File: src/rtl/datapath_controller_if.sv
// Instruction-source and datapath control bundle for the datapath controller.
// The master side is the controller; the slave side is the source/datapath.
interface datapath_controller_if;
    logic        s;
    logic [15:0] in;
    logic        w;
    logic        err;
    logic [2:0]  readnum;
    logic [2:0]  writenum;
    logic        write;
    logic [1:0]  vsel;
    logic        loada;
    logic        loadb;
    logic        asel;
    logic        bsel;
    logic        loadc;
    logic        loads;
    logic [1:0]  shift;
    logic [1:0]  ALUop;
    logic [15:0] sximm8;

    modport master (
        input  s, in,
        output w, err, readnum, writenum, write, vsel, loada, loadb,
               asel, bsel, loadc, loads, shift, ALUop, sximm8
    );

    modport slave (
        output s, in,
        input  w, err, readnum, writenum, write, vsel, loada, loadb,
               asel, bsel, loadc, loads, shift, ALUop, sximm8
    );
endinterface

File: src/rtl/datapath_controller.sv
// Multi-cycle instruction sequencer: latches an instruction, decodes it and
// steps the datapath through operand fetch, execute and writeback.
module datapath_controller (
    input  logic                  clk,
    input  logic                  reset,
    datapath_controller_if.master bus
);

    typedef enum logic [2:0] {
        StWait, StDecode, StWriteImm, StGetA, StGetB, StExec, StWriteReg
    } state_e;

    typedef enum logic [2:0] {
        InsMovImm, InsMovReg, InsAlu, InsCmp, InsMvn, InsBad
    } ins_e;

    function automatic ins_e decode(input logic [15:0] ir);
        ins_e cls;
        case ({ir[15:13], ir[12:11]})
            5'b110_10:            cls = InsMovImm;
            5'b110_00:            cls = InsMovReg;
            5'b101_00, 5'b101_10: cls = InsAlu;
            5'b101_01:            cls = InsCmp;
            5'b101_11:            cls = InsMvn;
            default:              cls = InsBad;
        endcase
        return cls;
    endfunction

    state_e      state_q, state_d;
    logic [15:0] ir_q, ir_d;
    ins_e        ins_q, ins_d;

    logic       w_q, w_d;
    logic       err_q, err_d;
    logic       write_q, write_d;
    logic [1:0] vsel_q, vsel_d;
    logic       loada_q, loada_d;
    logic       loadb_q, loadb_d;
    logic       asel_q, asel_d;
    logic       loadc_q, loadc_d;
    logic       loads_q, loads_d;
    logic [2:0] readnum_q, readnum_d;
    logic [2:0] writenum_q, writenum_d;
    logic [1:0] aluop_q, aluop_d;

    assign ins_q = decode(ir_q);

    always_comb begin
        state_d = state_q;
        ir_d    = ir_q;
        case (state_q)
            StWait: begin
                if (bus.s) begin
                    ir_d    = bus.in;
                    state_d = StDecode;
                end
            end
            StDecode: begin
                case (ins_q)
                    InsMovImm:           state_d = StWriteImm;
                    InsMovReg, InsMvn:   state_d = StGetB;
                    InsAlu, InsCmp:      state_d = StGetA;
                    default:             state_d = StWait;
                endcase
            end
            StWriteImm: state_d = StWait;
            StGetA:     state_d = StGetB;
            StGetB:     state_d = StExec;
            StExec:     state_d = (ins_q == InsCmp) ? StWait : StWriteReg;
            StWriteReg: state_d = StWait;
            default:    state_d = StWait;
        endcase
    end

    // Outputs are registered, so they are decoded from the state being entered.
    assign ins_d = decode(ir_d);

    always_comb begin
        w_d        = (state_d == StWait);
        err_d      = (state_d == StDecode) && (ins_d == InsBad);
        write_d    = (state_d == StWriteImm) || (state_d == StWriteReg);
        vsel_d     = (state_d == StWriteImm) ? 2'b01 : 2'b00;
        loada_d    = (state_d == StGetA);
        loadb_d    = (state_d == StGetB);
        asel_d     = (state_d == StExec) && (ins_d != InsMovReg);
        loadc_d    = (state_d == StExec) && (ins_d != InsCmp);
        loads_d    = (state_d == StExec) && (ins_d == InsCmp);
        readnum_d  = (state_d == StGetA) ? ir_d[10:8] : ir_d[2:0];
        writenum_d = (state_d == StWriteImm) ? ir_d[10:8] : ir_d[7:5];
        aluop_d    = (ins_d == InsMovReg) ? 2'b00 : ir_d[12:11];
    end

    always_ff @(posedge clk) begin
        if (reset) begin
            state_q    <= StWait;
            ir_q       <= '0;
            w_q        <= 1'b1;
            err_q      <= 1'b0;
            write_q    <= 1'b0;
            vsel_q     <= 2'b00;
            loada_q    <= 1'b0;
            loadb_q    <= 1'b0;
            asel_q     <= 1'b0;
            loadc_q    <= 1'b0;
            loads_q    <= 1'b0;
            readnum_q  <= '0;
            writenum_q <= '0;
            aluop_q    <= '0;
        end else begin
            state_q    <= state_d;
            ir_q       <= ir_d;
            w_q        <= w_d;
            err_q      <= err_d;
            write_q    <= write_d;
            vsel_q     <= vsel_d;
            loada_q    <= loada_d;
            loadb_q    <= loadb_d;
            asel_q     <= asel_d;
            loadc_q    <= loadc_d;
            loads_q    <= loads_d;
            readnum_q  <= readnum_d;
            writenum_q <= writenum_d;
            aluop_q    <= aluop_d;
        end
    end

    assign bus.w        = w_q;
    assign bus.err      = err_q;
    assign bus.write    = write_q;
    assign bus.vsel     = vsel_q;
    assign bus.loada    = loada_q;
    assign bus.loadb    = loadb_q;
    assign bus.asel     = asel_q;
    assign bus.bsel     = 1'b0;
    assign bus.loadc    = loadc_q;
    assign bus.loads    = loads_q;
    assign bus.readnum  = readnum_q;
    assign bus.writenum = writenum_q;
    assign bus.ALUop    = aluop_q;
    assign bus.shift    = ir_q[4:3];
    assign bus.sximm8   = {{8{ir_q[7]}}, ir_q[7:0]};

endmodule
File: src/flat_wrapper.sv
// flat-port wrapper written by rule: the top's interface ports become plain ports
module datapath_controller_flat 
  (clk, reset, bus_s, bus_in, bus_w, bus_err, bus_readnum, bus_writenum, bus_write, bus_vsel, bus_loada, bus_loadb, bus_asel, bus_bsel, bus_loadc, bus_loads, bus_shift, bus_ALUop, bus_sximm8);
  datapath_controller_if bus_i ();
  input  logic clk;
  input  logic reset;
  input wire logic [$bits(bus_i.s)-1:0] bus_s;
  input wire logic [$bits(bus_i.in)-1:0] bus_in;
  output wire logic [$bits(bus_i.w)-1:0] bus_w;
  output wire logic [$bits(bus_i.err)-1:0] bus_err;
  output wire logic [$bits(bus_i.readnum)-1:0] bus_readnum;
  output wire logic [$bits(bus_i.writenum)-1:0] bus_writenum;
  output wire logic [$bits(bus_i.write)-1:0] bus_write;
  output wire logic [$bits(bus_i.vsel)-1:0] bus_vsel;
  output wire logic [$bits(bus_i.loada)-1:0] bus_loada;
  output wire logic [$bits(bus_i.loadb)-1:0] bus_loadb;
  output wire logic [$bits(bus_i.asel)-1:0] bus_asel;
  output wire logic [$bits(bus_i.bsel)-1:0] bus_bsel;
  output wire logic [$bits(bus_i.loadc)-1:0] bus_loadc;
  output wire logic [$bits(bus_i.loads)-1:0] bus_loads;
  output wire logic [$bits(bus_i.shift)-1:0] bus_shift;
  output wire logic [$bits(bus_i.ALUop)-1:0] bus_ALUop;
  output wire logic [$bits(bus_i.sximm8)-1:0] bus_sximm8;
  assign bus_i.s = bus_s;
  assign bus_i.in = bus_in;
  assign bus_w = bus_i.w;
  assign bus_err = bus_i.err;
  assign bus_readnum = bus_i.readnum;
  assign bus_writenum = bus_i.writenum;
  assign bus_write = bus_i.write;
  assign bus_vsel = bus_i.vsel;
  assign bus_loada = bus_i.loada;
  assign bus_loadb = bus_i.loadb;
  assign bus_asel = bus_i.asel;
  assign bus_bsel = bus_i.bsel;
  assign bus_loadc = bus_i.loadc;
  assign bus_loads = bus_i.loads;
  assign bus_shift = bus_i.shift;
  assign bus_ALUop = bus_i.ALUop;
  assign bus_sximm8 = bus_i.sximm8;
  datapath_controller u_core (.clk(clk), .reset(reset), .bus(bus_i));
endmodule
File: config.mk
export PLATFORM = sky130hd
export DESIGN_NAME = datapath_controller_flat
export DESIGN_NICKNAME = d
export VERILOG_FILES = /design/src/rtl/datapath_controller_if.sv /design/src/rtl/datapath_controller.sv /design/src/flat_wrapper.sv
export SDC_FILE = /design/constraint.sdc
export NUM_CORES = 1
export LEC_CHECK = 0
export CAP_MARGIN = 25
export CORE_MARGIN = 2
export CORE_UTILIZATION = 30
export CTS_BUF_LIST = sky130_fd_sc_hd__clkbuf_16
export CTS_CLUSTER_SIZE = 28
export DETAILED_ROUTE_END_ITERATION = 16
export PLACE_DENSITY = 0.6
export SYNTH_ARGS = -nofsm -noshare
export SYNTH_HDL_FRONTEND = slang
export SYNTH_SLANG_ARGS = --single-unit
export TNS_END_PERCENT = 30
File: constraint.sdc
create_clock -name clk -period 4.9 [get_ports clk]
set_input_delay 0.49 -clock clk [delete_from_list [all_inputs] [get_ports clk]]
set_output_delay 0.49 -clock clk [all_outputs]
set_load 0.01 [all_outputs]
### Yosys cells after proc, flatten, opt, wreduce, memory -nomap -nowiden

Cells that the tools add are included.

| storage, ports and cells | value |
|---|---|
| output and inout port bits | 37 |
| word-level logic and storage cells | 71 |
| register bits | 37 |
| input port bits | 19 |

| operators by class | value |
|---|---|
| multiplexer cells | 11 |
| reduce and logical (&&, ||, !) cells | 14 |
| eq/ne operators | 31 |

Operators with widths:

| kind | count |
|---|---|
| $eq 5x5->1 const B | 12 |
| $pmux 3 s5 | 3 |
| $mux 16 | 2 |
| $eq 3x3->1 const B | 7 |
| $eq 3x2->1 const B | 6 |
| $eq 3x1->1 const B | 4 |
| $mux 3 | 4 |
| $reduce_or 2->1 | 5 |
| $logic_not 3->1 | 3 |
| $pmux 3 s3 | 1 |
| $logic_and 1x1->1 | 4 |
| $ne 3x1->1 const B | 1 |
| $ne 3x2->1 const B | 1 |
| $reduce_and 2->1 | 1 |
| $logic_or 1x1->1 | 1 |
| $mux 1 | 1 |

### Longest topological paths before layout

Gate-level depths: netlist of the first run.

| depth | value |
|---|---|
| depth in word-level cells | 9 |
| depth in mapped cells | 7 |
| gate-level depth less buffers | 5 |

### Worst setup path before layout of the first run

Ideal clock, no wire load.

| timing path | value |
|---|---|
| kind | register -> register |
| from | reg u_core.ir_q[12] |
| to | reg u_core.w_q (netlist: u_core.bus.w) |
| slack | 3.292 ns |
| stages on the path, launching flop included | 7 |
| clock period less this slack | 1.608 ns |
| required time | 4.766 ns |
| buffers on the path | 1 |
| library setup time | 0.134 ns |
| arrival time | 1.474 ns |
| cell sequence | dfxtp_1 buf_4 nor4b_1 a31o_1 a21o_1 a2111oi_0 or4_1 |

| between the ends | value |
|---|---|
| cells in the longest elaborated chain, start to end | 8 |
| elaborated cells on any way between the ends | 19 |
| those cells by class | 10 x eq/ne; 4 x mux; 5 x reduce/logical |

RTL lines:

| what | line | RTL |
|---|---|---|
| start, declared | datapath_controller.sv:31 | `logic [15:0] ir_q, ir_d;` |
| start signal, assigned | datapath_controller.sv:112 | `ir_q <= ir_d;` |
| $eq 5x5->1 | datapath_controller.sv:19 | `case ({ir[15:13], ir[12:11]})` |
| $reduce_or 2->1 | datapath_controller.sv:19 |  |
| $pmux 3 s5 * | datapath_controller.sv:19 |  |
| $eq 3x2->1, or another cell as far along | datapath_controller.sv:60 | `case (ins_q)` |
| $reduce_or 2->1 | datapath_controller.sv:60 |  |
| $pmux 3 s3 | datapath_controller.sv:60 |  |
| $pmux 3 s5 * | datapath_controller.sv:52 | `case (state_q)` |
| $logic_not 3->1 * | datapath_controller.sv:80 | `w_d = (state_d == StWait);` |
| end signal, assigned | datapath_controller.sv:113 | `w_q <= w_d;` |
| end, declared | datapath_controller.sv:34 | `logic w_q, w_d;` |

Every way passes the cells marked *; elsewhere a longest branch is shown, timed or not.
A chain may end at the register's enable or synchronous reset.

### Final worst setup path of the first run

| timing path | value |
|---|---|
| from | in bus_s |
| to | reg u_core.loads_q (netlist: u_core.bus.loads) |

| between the ends | value |
|---|---|
| cells in the longest elaborated chain, start to end | 7 |
| elaborated cells on any way between the ends | 15 |
| those cells by class | 8 x eq/ne; 5 x mux; 2 x reduce/logical |

RTL lines:

| what | line | RTL |
|---|---|---|
| start, declared | flat_wrapper.sv:7 | `input wire logic [$bits(bus_i.s)-1:0] bus_s;` |
| $mux 16 | datapath_controller.sv:54 | `if (bus.s) begin` |
| $mux 16 | datapath_controller.sv:52 |  |
| $eq 5x5->1 | datapath_controller.sv:19 |  |
| $reduce_or 2->1 | datapath_controller.sv:19 |  |
| $pmux 3 s5 | datapath_controller.sv:19 |  |
| $eq 3x2->1 | datapath_controller.sv:88 | `loads_d = (state_d == StExec) && (ins_d == InsCmp);` |
| $logic_and 1x1->1 * | datapath_controller.sv:88 |  |
| end signal, assigned | datapath_controller.sv:121 | `loads_q <= loads_d;` |
| end, declared | datapath_controller.sv:42 | `logic loads_q, loads_d;` |

Marks and branches as above.

==> results.sh, run 1 <==
export IMPL_status="completed"
export IMPL_cts_setup_buffers=0
export IMPL_clockRootBuffer="clkbuf_16"
export IMPL_skew_ns=0.00256
export IMPL_synth_edff_count=0
export IMPL_synthTopCellsByArea="dfxtp_1, buf_4, nand2_1"
export IMPL_track_usage_pct=12.7
export IMPL_cts_buffers=5
export IMPL_synthCells=179
export IMPL_row_count=26
export IMPL_rsz0062_at_grt="false"
export IMPL_async_reset_ff_share_pct=0
export IMPL_worstPathMaxFanout=19
export IMPL_hpwl_um=2640
export IMPL_seqCellArea_um2=721
export IMPL_max_slew_margin_pct=49.2
export IMPL_first_global_vias=1279
export IMPL_gp_congestion=0.851
export IMPL_io_buffers=53
export IMPL_grt_first_pass_wirelength_um=6030
export IMPL_drive_above_1_share_pct=8.88
export IMPL_cts_tree="yes"
export IMPL_ys_seq_area_share_pct=44.7
export IMPL_busiest_layer="met2"
export IMPL_maxSlewViolCount=0
export IMPL_clock_latency_ns=0.28
export IMPL_hold_viol_final=0
export IMPL_placed_area_um2=2030
export IMPL_holdBufCountCts=0
export IMPL_syn_to_final_growth_pct=36.7
export IMPL_wire_per_inst_um=13.0
export IMPL_synth_ff_type="dfxtp_1"
export IMPL_syn_cell_area_um2=1610
export IMPL_via_count=1324
export IMPL_ys_types=45
export IMPL_antenna_found_initial=0
export IMPL_first_pass_iters=4
export IMPL_use_met2_pct=20.1
export IMPL_fillers=548
export IMPL_tns_ns=0
export IMPL_viasPerCell=4.66
export IMPL_initial_utilization_pct=31.4
export IMPL_synth_area_leader_cell="dfxtp_1"
export IMPL_required_ns=5.08
export IMPL_max_freq_mhz=442
export IMPL_cts_resized_gates=0
export IMPL_setup_violations_final=0
export IMPL_finalWirelength_um=3680
export IMPL_r2r_cells=4
export IMPL_crit_path_start_kind="input port"
export IMPL_layoutNonFillerInstCount=284
export IMPL_critical_path_arrival_ns=2.44
export IMPL_layout_nets=232
export IMPL_p_per_area_nw_per_um2=326
export IMPL_tightest_slew_ns=0.760
export IMPL_overflow=0
export IMPL_n_antenna_cell=0
export IMPL_place_inst=275
export IMPL_synth_seq_cells=36
export IMPL_cts_max_level=2
export IMPL_path_clk_slew_ns=0.05
export IMPL_core_um2=5140
export IMPL_pin_count=56
export IMPL_die_x_um=77.3
export IMPL_yosys_warnings=0
export IMPL_final_area_um2=2200
export IMPL_maxCapViolations=0
export IMPL_cts_sinks=36
export IMPL_globalRouteMet3Util_pct=4.59
export IMPL_criticalPathCategory="in -> reg"
export IMPL_power_total_uw=719
export IMPL_worstHoldPathType="reg -> reg"
export IMPL_holdPathStages=2
export IMPL_first_iter_violations=56
export IMPL_syn_mean_instance_area_um2=9.00
export IMPL_synthDominantCellAreaShare_pct=44.7
export IMPL_endpoint_kind="flop"
export IMPL_grt_max_degree=30
export IMPL_cts_path_max_buffers=2
export IMPL_leakagePower_uw=0.000816
export IMPL_dieHeight_um=77.3
export IMPL_dieArea_um2=5970
export IMPL_antenna_left=0
export IMPL_finalCritPeriodShare_pct=46.1
export IMPL_drc=0
export IMPL_ir_worst_vdd_uv=155
export IMPL_period_minus_slack_ns=2.26
export IMPL_multi_input_area_um2=681
export IMPL_met1_usage_pct=15.7
layout by cell type (no fill, tap or decap), types with 2 or more instances in the layout:
cell              n
a21o_1            2
a21oi_1          20
a2bb2oi_1         6
clkbuf_16         6
clkdlybuf4s50_1  53
clkinv_2          2
conb_1            2
dfxtp_1          36
inv_1             3
mux2i_1           2
nand2_1          30
nand3_1           3
nand3b_1          2
nor2_1           10
nor3_1            2
nor4_1            2
nor4b_1           3
o21ai_0           3
state kept, by name, summed over array words and instances, names as in the netlist:
name and count:
u_core.bus.asel 1, u_core.bus.vsel 1, u_core.bus.loada 1, u_core.bus.ALUop 2
u_core.bus.write 1, u_core.bus.loadb 1, u_core.bus.loads 1, u_core.bus.loadc 1
u_core.bus.readnum 3, u_core.bus.writenum 3, u_core.bus.err 1, u_core.state_q 3
u_core.ir_q 16, u_core.bus.w 1
area by class of cell:
type,instances,area share (%)
clock buffers,5,5.68
well taps,70,3.98
repair buffers,54,25.2
clock inverters,3,0.852
multi-input cells,112,30.9
inverters,4,0.681
flip-flops and latches,36,32.7
per-layer routing:
metal / up-vias / part of all wire (%)
li1: 673 / -
met1: 597 / 45
met2: 48 / 45
met3: 6 / 8.1
met4: 0 / 1.2
met5: - / 0
stage by stage:
| stage | setup WS, ns | hold WS (ns) | utilization [%] |
|---|---|---|---|
| 3_5_place_dp | 2.32 | 0.469 | 39.6 |
| 5_1_grt | 2.38 | 0.500 | 42.9 |
| 3_3_place_gp | 2.41 | 0.464 | 39.6 |
| 4_1_cts | 2.60 | 0.476 | 42.4 |
| 6_report | 2.64 | 0.470 | 42.9 |
| 2_1_floorplan | 3.29 | 0.450 | - |
cell usage after synthesis, drive strengths merged (3+ instances only):
cell type	n
mux2i	3
dfxtp	36
inv	4
buf	23
nor4b	3
a21oi	20
o21ai	4
nor2	10
nand2	30
clkbuf	5
and3	3
a2bb2oi	6
nand3	3
critical path, cell delays in order:
cell and delay (ns):
clkdlybuf4s50_1 0.51, nand3_1 0.54, o41ai_1 0.62, nor4b_1 0.26
worst paths after layout:
check | from | endpoint | slack, ns
setup / recovery | bus_s | u_core.bus.loads | 2.64
hold / removal | u_core.ir_q[3] | u_core.ir_q[3] | 0.47
setup reg to reg | u_core.state_q[2] | u_core.bus.loads | 2.79
hold reg to reg | u_core.ir_q[3] | u_core.ir_q[3] | 0.47
report_power, final:
part	switching (uW)	total [uW]	internal (uW)	leakage, uW
Combinational	42.9	96.0	53.1	0.000448
Sequential	10.0	317	307	0.000295
Clock	119	306	187	0.0000736
cells by family (layout without fill, tap and decap cells):
family	count (synthesis)	count (layout)	synth area share, %
buffers and inverters	32	66	13.3
multiplexers	3	3	2.10
AO/OA/AOI/OAI	41	41	18.1
flip-flops	36	36	44.7
other	1	2	0.233
AND/OR/NAND/NOR	66	66	21.6
Note: power is estimated with default switching activity, not from simulation.
==> inputs of run 2 (changes only) <==
Settings changed: PLACE_DENSITY 0.6 to 0.62.
Clock period 4.9 ns to 1.9 ns, I/O delays scaled along.
==> run 2 against run 1 <==
Sequential power grew to 2.6 times the previous value. Combinational power grew to 2.7 times the previous value. Die area stayed put. Worst setup slack worse by 2.5 ns.
==> results.sh, run 2 (same netlist as run 1, synthesis figures left out) <==
export IMPL_drc=0
export IMPL_p_per_area_nw_per_um2=874
export IMPL_place_inst=282
export IMPL_top_layer="met4"
export IMPL_first_global_vias=1318
export IMPL_cp_slowest_cell="a2111o_1"
export IMPL_worstPathMaxFanout=6
export IMPL_clockRootBuffer="clkbuf_16"
export IMPL_wl_met2_um=1810
export IMPL_leakagePower_uw=0.000854
export IMPL_max_freq_mhz=560
export IMPL_hpwl_um=2780
export IMPL_dieHeight_um=77.3
export IMPL_hold_viol_final=0
export IMPL_syn_to_final_growth_pct=40.7
export IMPL_criticalPathCategory="reg -> reg"
export IMPL_final_common_cell="clkdlybuf4s50_1"
export IMPL_path_clk_slew_ns=0.05
export IMPL_io_buffers=53
export IMPL_status="completed"
export IMPL_pin_count=56
export IMPL_drive_above_1_share_pct=12.3
export IMPL_setup_violations_final=0
export IMPL_wire_per_inst_um=12.9
export IMPL_gp_congestion=0.828
export IMPL_cts_setup_buffers=0
export IMPL_skew_ns=0.00284
export IMPL_cts_max_level=2
export IMPL_row_count=26
export IMPL_holdPathStages=2
export IMPL_grt_max_degree=19
export IMPL_n_antenna_cell=0
export IMPL_first_iter_violations=60
export IMPL_antenna_left=0
export IMPL_worstHoldPathType="reg -> reg"
export IMPL_required_ns=2.10
export IMPL_antenna_found_initial=0
export IMPL_largest_reg_flops=16
export IMPL_wl_met1_um=1560
export IMPL_initial_utilization_pct=31.4
export IMPL_cts_sinks=36
export IMPL_maxSlewViolCount=0
export IMPL_first_pass_iters=4
export IMPL_power_total_uw=1980
export IMPL_tns_ns=0
export IMPL_r2r_cells=5
export IMPL_holdBufCountCts=0
export IMPL_cts_tree="yes"
export IMPL_endpoint_kind="flop"
export IMPL_period_minus_slack_ns=1.79
export IMPL_cts_buffers=5
export IMPL_final_cell_mix="clkdlybuf4s50_1, dfxtp_1, nand2_1"
export IMPL_via_count=1362
export IMPL_die_x_um=77.3
export IMPL_finalCritPeriodShare_pct=94.1
export IMPL_dieArea_um2=5970
export IMPL_cts_path_max_buffers=2
export IMPL_path_cells="and2b_4 -> and3_4 -> a2111o_1 -> a221oi_4 -> a2bb2oi_1"
export IMPL_viasPerCell=4.70
export IMPL_track_usage_pct=13.2
export IMPL_layout_nets=238
export IMPL_maxCapViolations=0
export IMPL_critical_path_arrival_ns=1.99
export IMPL_rsz0062_at_grt="false"
export IMPL_regMostFlops="u_core.ir_q"
export IMPL_crit_path_start_kind="flop"
export IMPL_finalWirelength_um=3740
export IMPL_core_um2=5140
export IMPL_max_stage_delay_ns=0.43
export IMPL_clock_latency_ns=0.27
export IMPL_grt_first_pass_wirelength_um=6240
export IMPL_layoutNonFillerInstCount=290
export IMPL_overflow=0
export IMPL_ir_worst_vdd_uv=413
export IMPL_dr_wl_met3_um=323
[run 2: changes by cell type in the layout (fill, tap and decap cells not counted), sizes merged]
cell    previous run  this run
buf                0         7
clkinv             3         1
bufinv             0         1
clkbuf             6         5
inv                4         5
[run 2: routing by layer]
metal	track usage, %	up-vias
met1	15.0	619
met5	0	-
met2	21.7	55
met4	4.82	0
li1	-	682
met3	5.88	6
[run 2: what timing repair did]
| item | 4_1_cts | 5_1_grt |
|---|---|---|
| endpoints found under the hold margin | 0 | 0 |
| gates resized for setup | 0 | 3 |
| endpoints found under the setup margin | 0 | 3 |
[run 2: final cells by class]
| class | count | area (um2) |
|---|---|---|
| clock buffers | 5 | 125 |
| clock inverters | 3 | 38.8 |
| fillers | 538 | 2870 |
| inverters | 4 | 15.0 |
| multi-input cells | 112 | 681 |
| flip-flops and latches | 36 | 724 |
| well taps | 70 | 87.6 |
| repair buffers | 60 | 596 |
[run 2: per-stage QoR]
| stage | hold slack, ns | area, um2 | setup WS [ns] | utilization (%) |
|---|---|---|---|---|
| after floorplan | 0.326 | 1620 | 0.292 | - |
| after global placement | 0.464 | 2100 | 0.109 | 40.8 |
| after detailed placement | 0.470 | 2100 | 0.105 | 40.8 |
| after CTS | 0.475 | 2260 | 0.0967 | 44.0 |
| after global routing | 0.503 | 2270 | 0.0124 | 44.1 |
| final | 0.472 | 2270 | 0.113 | 44.1 |
[run 2: final timing paths]
check	start	endpoint	slack [ns]
max reg2reg	u_core.ir_q[14]	u_core.bus.writenum[1]	0.11
max	u_core.ir_q[14]	u_core.bus.writenum[1]	0.11
min	u_core.ir_q[4]	u_core.ir_q[4]	0.47
min reg2reg	u_core.ir_q[4]	u_core.ir_q[4]	0.47
[run 2: critical path: cells and delay by family, from the launching register on]
family / cells / cell delay (ns)
AOI/OAI and AO/OA: 3 / 0.91
and+or+nand+nor: 2 / 0.41
DFF: 1 / 0.39
[run 2: where the power goes]
group	internal, uW	switching, uW	leakage (uW)
Combinational	145	114	0.000473
Sequential	793	25.5	0.000296
Clock	611	293	0.0000850
